## config.mk

```make
export PLATFORM = sky130hd
export DESIGN_NAME = shift_seq_ctrl
export DESIGN_NICKNAME = d
export VERILOG_FILES = /design/src/rtl/shift_seq_ctrl.sv
export SDC_FILE = /design/constraint.sdc
export NUM_CORES = 1
export LEC_CHECK = 0
export CAP_MARGIN = 20
export CORE_MARGIN = 8
export CORE_UTILIZATION = 41
export DETAILED_ROUTE_END_ITERATION = 10
export HOLD_SLACK_MARGIN = 0.1
export PLACE_DENSITY_LB_ADDON = 0.15
export RECOVER_POWER = 50
export SLEW_MARGIN = 40
export SYNTH_ARGS = -nofsm -noshare
export SYNTH_HDL_FRONTEND = slang
export SYNTH_SLANG_ARGS = --single-unit
```

## constraint.sdc

```tcl
create_clock -name clk -period 1.7 [get_ports clk]
set_clock_uncertainty 0.2 [all_clocks]
set_input_delay 0.34 -clock clk [delete_from_list [all_inputs] [get_ports clk]]
set_output_delay 0.34 -clock clk [all_outputs]
set_load 0.005 [all_outputs]
```

## src/rtl/shift_seq_ctrl.sv

```systemverilog
// shift_seq_ctrl: sequences a W-bit PS/RL shift register through load, N shifts and a hold.
// Ports: clk/rst (sync, active-high); start/op/amount/data_in command in;
// q register feedback; PS/RL/SIR/SIL/DATA register controls; busy/done handshake.
module shift_seq_ctrl #(
    parameter int W  = 4,
    parameter int AW = $clog2(W) + 1
) (
    input  logic          clk,
    input  logic          rst,
    input  logic          start,
    input  logic [1:0]    op,
    input  logic [AW-1:0] amount,
    input  logic [W-1:0]  data_in,
    input  logic [W-1:0]  q,
    output logic          PS,
    output logic          RL,
    output logic          SIR,
    output logic          SIL,
    output logic [W-1:0]  DATA,
    output logic          busy,
    output logic          done
);
    typedef enum logic [1:0] {IDLE, LOAD, SHIFT, DONE} state_t;
    state_t          state_q, state_d;
    logic [AW-1:0]   cnt_q, cnt_d;
    logic [1:0]      op_q, op_d;
    logic [W-1:0]    data_q, data_d;
    logic            shifting;
    always_ff @(posedge clk) begin
        if (rst) begin
            state_q <= IDLE;
            cnt_q   <= '0;
            op_q    <= '0;
            data_q  <= '0;
        end else begin
            state_q <= state_d;
            cnt_q   <= cnt_d;
            op_q    <= op_d;
            data_q  <= data_d;
        end
    end
    always_comb begin
        state_d = state_q;
        cnt_d   = cnt_q;
        op_d    = op_q;
        data_d  = data_q;
        if (state_q == IDLE && start) begin
            state_d = LOAD;
            op_d    = op;
            data_d  = data_in;
            cnt_d   = (amount > AW'(W)) ? AW'(W) : amount;
        end else if (state_q == LOAD) begin
            state_d = (cnt_q != '0) ? SHIFT : DONE;
        end else if (state_q == SHIFT) begin
            cnt_d   = cnt_q - 1'b1;
            state_d = (cnt_q == AW'(1)) ? DONE : SHIFT;
        end else if (state_q == DONE) begin
            state_d = IDLE;
        end
    end
    // op[0] selects right shifts; op[1] feeds the MSB back in (ROL on the left, ASR on the right)
    always_comb begin
        shifting = (state_q == SHIFT);
        PS       = !shifting;
        RL       = shifting && op_q[0];
        SIR      = shifting && op_q == 2'b10 && q[W-1];
        SIL      = shifting && op_q == 2'b11 && q[W-1];
        DATA     = (state_q == LOAD) ? data_q : q;
        busy     = (state_q == LOAD) || shifting;
        done     = (state_q == DONE);
    end
endmodule

```

==> impl_metrics.json <==
{
  "fill_cells": 108,
  "critical_path.most_common_cell": "sky130_fd_sc_hd__buf_6",
  "synth_compound_area_share_pct": 18.34,
  "post_drt_wl_per_cell_um": 15.53,
  "fin_nets": 148,
  "worst_setup_path_end_kind": "output pin",
  "clk_transition_reported_paths_ps": 70,
  "timing.reg2reg.worst_path_depth": 7,
  "grt_setup_unrepaired": "yes",
  "layout.cell_area.non_filler_um2": 1179,
  "route.antenna.remaining_nets": 0,
  "max_freq_mhz": 524.3,
  "path_class": "reg -> out",
  "crit_path_start_kind": "flop",
  "floorplan.die.height_um": 56.18,
  "fraction_of_layout_instances_using_a_drive_strength_above_1_pct": 42.28,
  "stdcell_count": 139,
  "final_count_of_hold_timing_violations": 0,
  "synth.yosys.warnings": 0,
  "crit_path_top_delay_cell": "sky130_fd_sc_hd__dfxtp_2",
  "critical_path_arrival_ps": 1370,
  "synth_cell_type_count": 27,
  "tns_ps": -920.1,
  "critical_path.max_fanout": 4,
  "placement.io_buffers": 25,
  "cts_tree": "done",
  "floorplan.rows": 14,
  "postSynthRegisterBits": 11,
  "period_minus_slack_ps": 1907,
  "finalWirelength_um": 2159,
  "sequential_cell_area_um2": 225.2,
  "crit-reg2reg-launch": "state_q[1]",
  "ys_seq_area_share_pct": 33.27,
  "synth_simple_gate_area_share_pct": 20.23,
  "largest_net_degree_at_the_start_of_global_routing": 10,
  "setup_viol": 5,
  "worstSetupEndpoint": "DATA[2]",
  "grt_first_pass_wirelength_um": 3594,
  "floorplan.core_area_um2": 1506,
  "synth.area.mux_share_pct": 6.805,
  "htreeDepth": 1,
  "final_setup_slack_of_the_worst_path_ps": -207.4,
  "synth-adder-area-share_pct": 15.12,
  "cts-root-buf": "sky130_fd_sc_hd__clkbuf_4",
  "fin_crit_sh_pct": 112.2,
  "worstPathCellList": "inv_2 -> ha_4 -> buf_6 -> mux2_4 -> buf_6",
  "timing.hold.ws_ps": 258.8,
  "timing.final.max_slew_violations": 0,
  "power.leakage_nw": 0.5003,
  "worst_hold_path_type": "reg -> reg",
  "largest_family_of_logic_cells_by_synthesized_area": "simple AND/OR/NAND/NOR gates",
  "die_x_um": 56.18,
  "syn-mean-instance-area_um2": 8.486,
  "critical_path.max_stage_delay_ps": 340,
  "worst_ir_drop_vdd_mv": 0.7971,
  "syn_inst": 78,
  "transition_at_the_pin_with_the_smallest_max_transition_slack_ps": 223.1,
  "cts-buffers-inserted": 3,
  "failing_checks": "negative setup slack",
  "critPathLaunch": "state_q[1]",
  "initial_antenna_violation_count": 0,
  "setup.reg_to_reg.worst_slack_ps": 90,
  "post-route-drc-count": 0,
  "first_global_vias": 774,
  "gr-total-overflow": 0,
  "dpl-instance-area_um2": 1022,
  "clkLatencyLatePin_ps": 280,
  "antennaDiodeCount": 0,
  "gp_routability_congestion": 0.7804,
  "area_growth_syn_to_layout_pct": 78.07,
  "multi_input_area_um2": 491.7,
  "synth_xor_xnor_area_share_pct": 0,
  "reg2reg_to": "cnt_q[1]",
  "globalRouteTotalUtil_pct": 14.37,
  "cts_hold_buffers": 0,
  "start_util_pct": 43.94,
  "detail_route.first_pass.iterations": 4,
  "cap_viol_max_count": 0,
  "io-pin-count": 26,
  "synthesis.area_um2": 661.9,
  "detailroute.via_count": 716,
  "clockBufferDepth": 2,
  "worst_hold_path.num_cells": 2,
  "cts.sinks": 11,
  "detailedRoute.firstIterationViolations": 12,
  "timing.max_slew.rel_slack_pct": 85.08,
  "total_power_density_per_cell_area_nw_per_um2": 1270,
  "avgViaCountPerCell": 5.151,
  "cp.required_ps": 1160,
  "die_area_um2": 3156,
  "status": "complete, but fails checks",
  "postSynthNetCount": 102,
  "dp.cells": 131,
  "dpl.hpwl_um": 1569
}
==> timing repair <==
item / CTS / global route
pin swaps: 5 / 5
gates resized for setup: 62 / 12
gates cloned: 0 / 0
setup endpoints to repair: 13 / 13
setup buffers: 3 / 3
hold endpoints to repair: 0 / 0
==> stage by stage <==
step	utilization, %	total power [W]	setup WS (ps)
floorplan	-	0.0007438	121.0
global placement	67.86	0.001078	-373.8
detailed placement	67.86	0.001103	-443.5
CTS	74.50	0.001434	-225.2
global route	78.24	0.001625	-266.3
finish	78.24	0.001497	-207.4
==> cells by family after synthesis <==
kind of cell	count (synthesis)
buf+inv	9
flops	11
simple gates	27
compound gates	19
mux	4
fa+ha+maj	8
==> worst min-delay path by stage <==
stage / from / endpoint / slack, ps
5_1_grt: data_q[0] / data_q[0] / 290
4_1_cts: data_q[3] / data_q[3] / 260
3_3_place_gp: data_q[2] / data_q[2] / 240
3_5_place_dp: data_q[3] / data_q[3] / 250
2_1_floorplan: data_q[0] / data_q[0] / 230
6_report: data_q[3] / data_q[3] / 260
==> critical path, delay by kind of cell, from the launching register on <==
kind,cells,cell delay (ps)
buf+inv,3,300
mux,1,300
flops,1,340
fa+ha+maj,1,150
==> power by group <==
part / total, W / switching (W) / internal, W
clock network: 0.000181 / 0.0000899 / 0.0000912
logic: 0.000941 / 0.000409 / 0.000533
registers: 0.000375 / 0.0000491 / 0.000326
==> Yosys cell counts <==
| cell type | count | share of area [%] |
|---|---|---|
| sky130_fd_sc_hd__o31ai_1 | 1 | 1.1 |
| sky130_fd_sc_hd__o21ai_2 | 1 | 1.3 |
| sky130_fd_sc_hd__nor2_1 | 2 | 1.1 |
| sky130_fd_sc_hd__buf_6 | 1 | 1.7 |
| sky130_fd_sc_hd__o21ai_0 | 1 | 0.76 |
| sky130_fd_sc_hd__nor3b_1 | 1 | 1.1 |
| sky130_fd_sc_hd__inv_1 | 7 | 4.0 |
| sky130_fd_sc_hd__o32ai_1 | 1 | 1.3 |
| sky130_fd_sc_hd__and2_1 | 2 | 1.9 |
| sky130_fd_sc_hd__nand2b_1 | 1 | 0.95 |
| sky130_fd_sc_hd__and3_1 | 1 | 0.95 |
| sky130_fd_sc_hd__o311a_1 | 1 | 1.5 |
| sky130_fd_sc_hd__a21oi_1 | 10 | 7.6 |
| sky130_fd_sc_hd__and4b_1 | 1 | 1.5 |
| sky130_fd_sc_hd__o211ai_1 | 1 | 1.1 |
| sky130_fd_sc_hd__a211oi_1 | 1 | 1.1 |
| sky130_fd_sc_hd__nand4b_1 | 1 | 1.3 |
| sky130_fd_sc_hd__a31oi_1 | 1 | 0.95 |
| sky130_fd_sc_hd__or2_2 | 1 | 0.95 |
| sky130_fd_sc_hd__ha_1 | 8 | 15 |
| sky130_fd_sc_hd__nor3_1 | 1 | 0.76 |
| sky130_fd_sc_hd__nand3b_1 | 1 | 1.1 |
| sky130_fd_sc_hd__mux2_2 | 4 | 6.8 |
| sky130_fd_sc_hd__o32a_1 | 1 | 1.5 |
| sky130_fd_sc_hd__nand2_1 | 15 | 8.5 |
| sky130_fd_sc_hd__clkbuf_1 | 1 | 0.57 |
| sky130_fd_sc_hd__dfxtp_1 | 11 | 33 |
==> final cells by class <==
class / instances / share of cell area, %
Sequential cell: 11 / 19.11
Clock buffer: 4 / 2.229
Tap cell: 16 / 1.699
Inverter: 7 / 2.442
Multi-Input combinational cell: 58 / 41.72
Timing Repair Buffer: 43 / 32.80
==> routing by layer <==
layer	global-route usage (%)	up-vias	wire length, µm
li1	-	362	-
met1	14.82	327	856
met2	24.56	20	1113
met3	6.164	7	137
met4	6.186	0	53
met5	0	-	0
==> layout by cell type (no fill, tap or decap), types with 2 or more instances in the layout <==
cell type	count
sky130_fd_sc_hd__dfxtp_1	9
sky130_fd_sc_hd__mux2_4	4
sky130_fd_sc_hd__nor2_1	2
sky130_fd_sc_hd__a21oi_1	9
sky130_fd_sc_hd__buf_6	10
sky130_fd_sc_hd__ha_4	4
sky130_fd_sc_hd__nand2_1	15
sky130_fd_sc_hd__ha_1	4
sky130_fd_sc_hd__buf_2	3
sky130_fd_sc_hd__inv_2	2
sky130_fd_sc_hd__clkdlybuf4s50_1	13
sky130_fd_sc_hd__inv_1	4
sky130_fd_sc_hd__buf_4	14
sky130_fd_sc_hd__clkbuf_4	3
==> state kept, by name, indices dropped and copies added, names as in the netlist <==
name,cells
state_q,2
op_q,2
cnt_q,3
data_q,4
No activity file was read; power rests on OpenSTA's default activity.
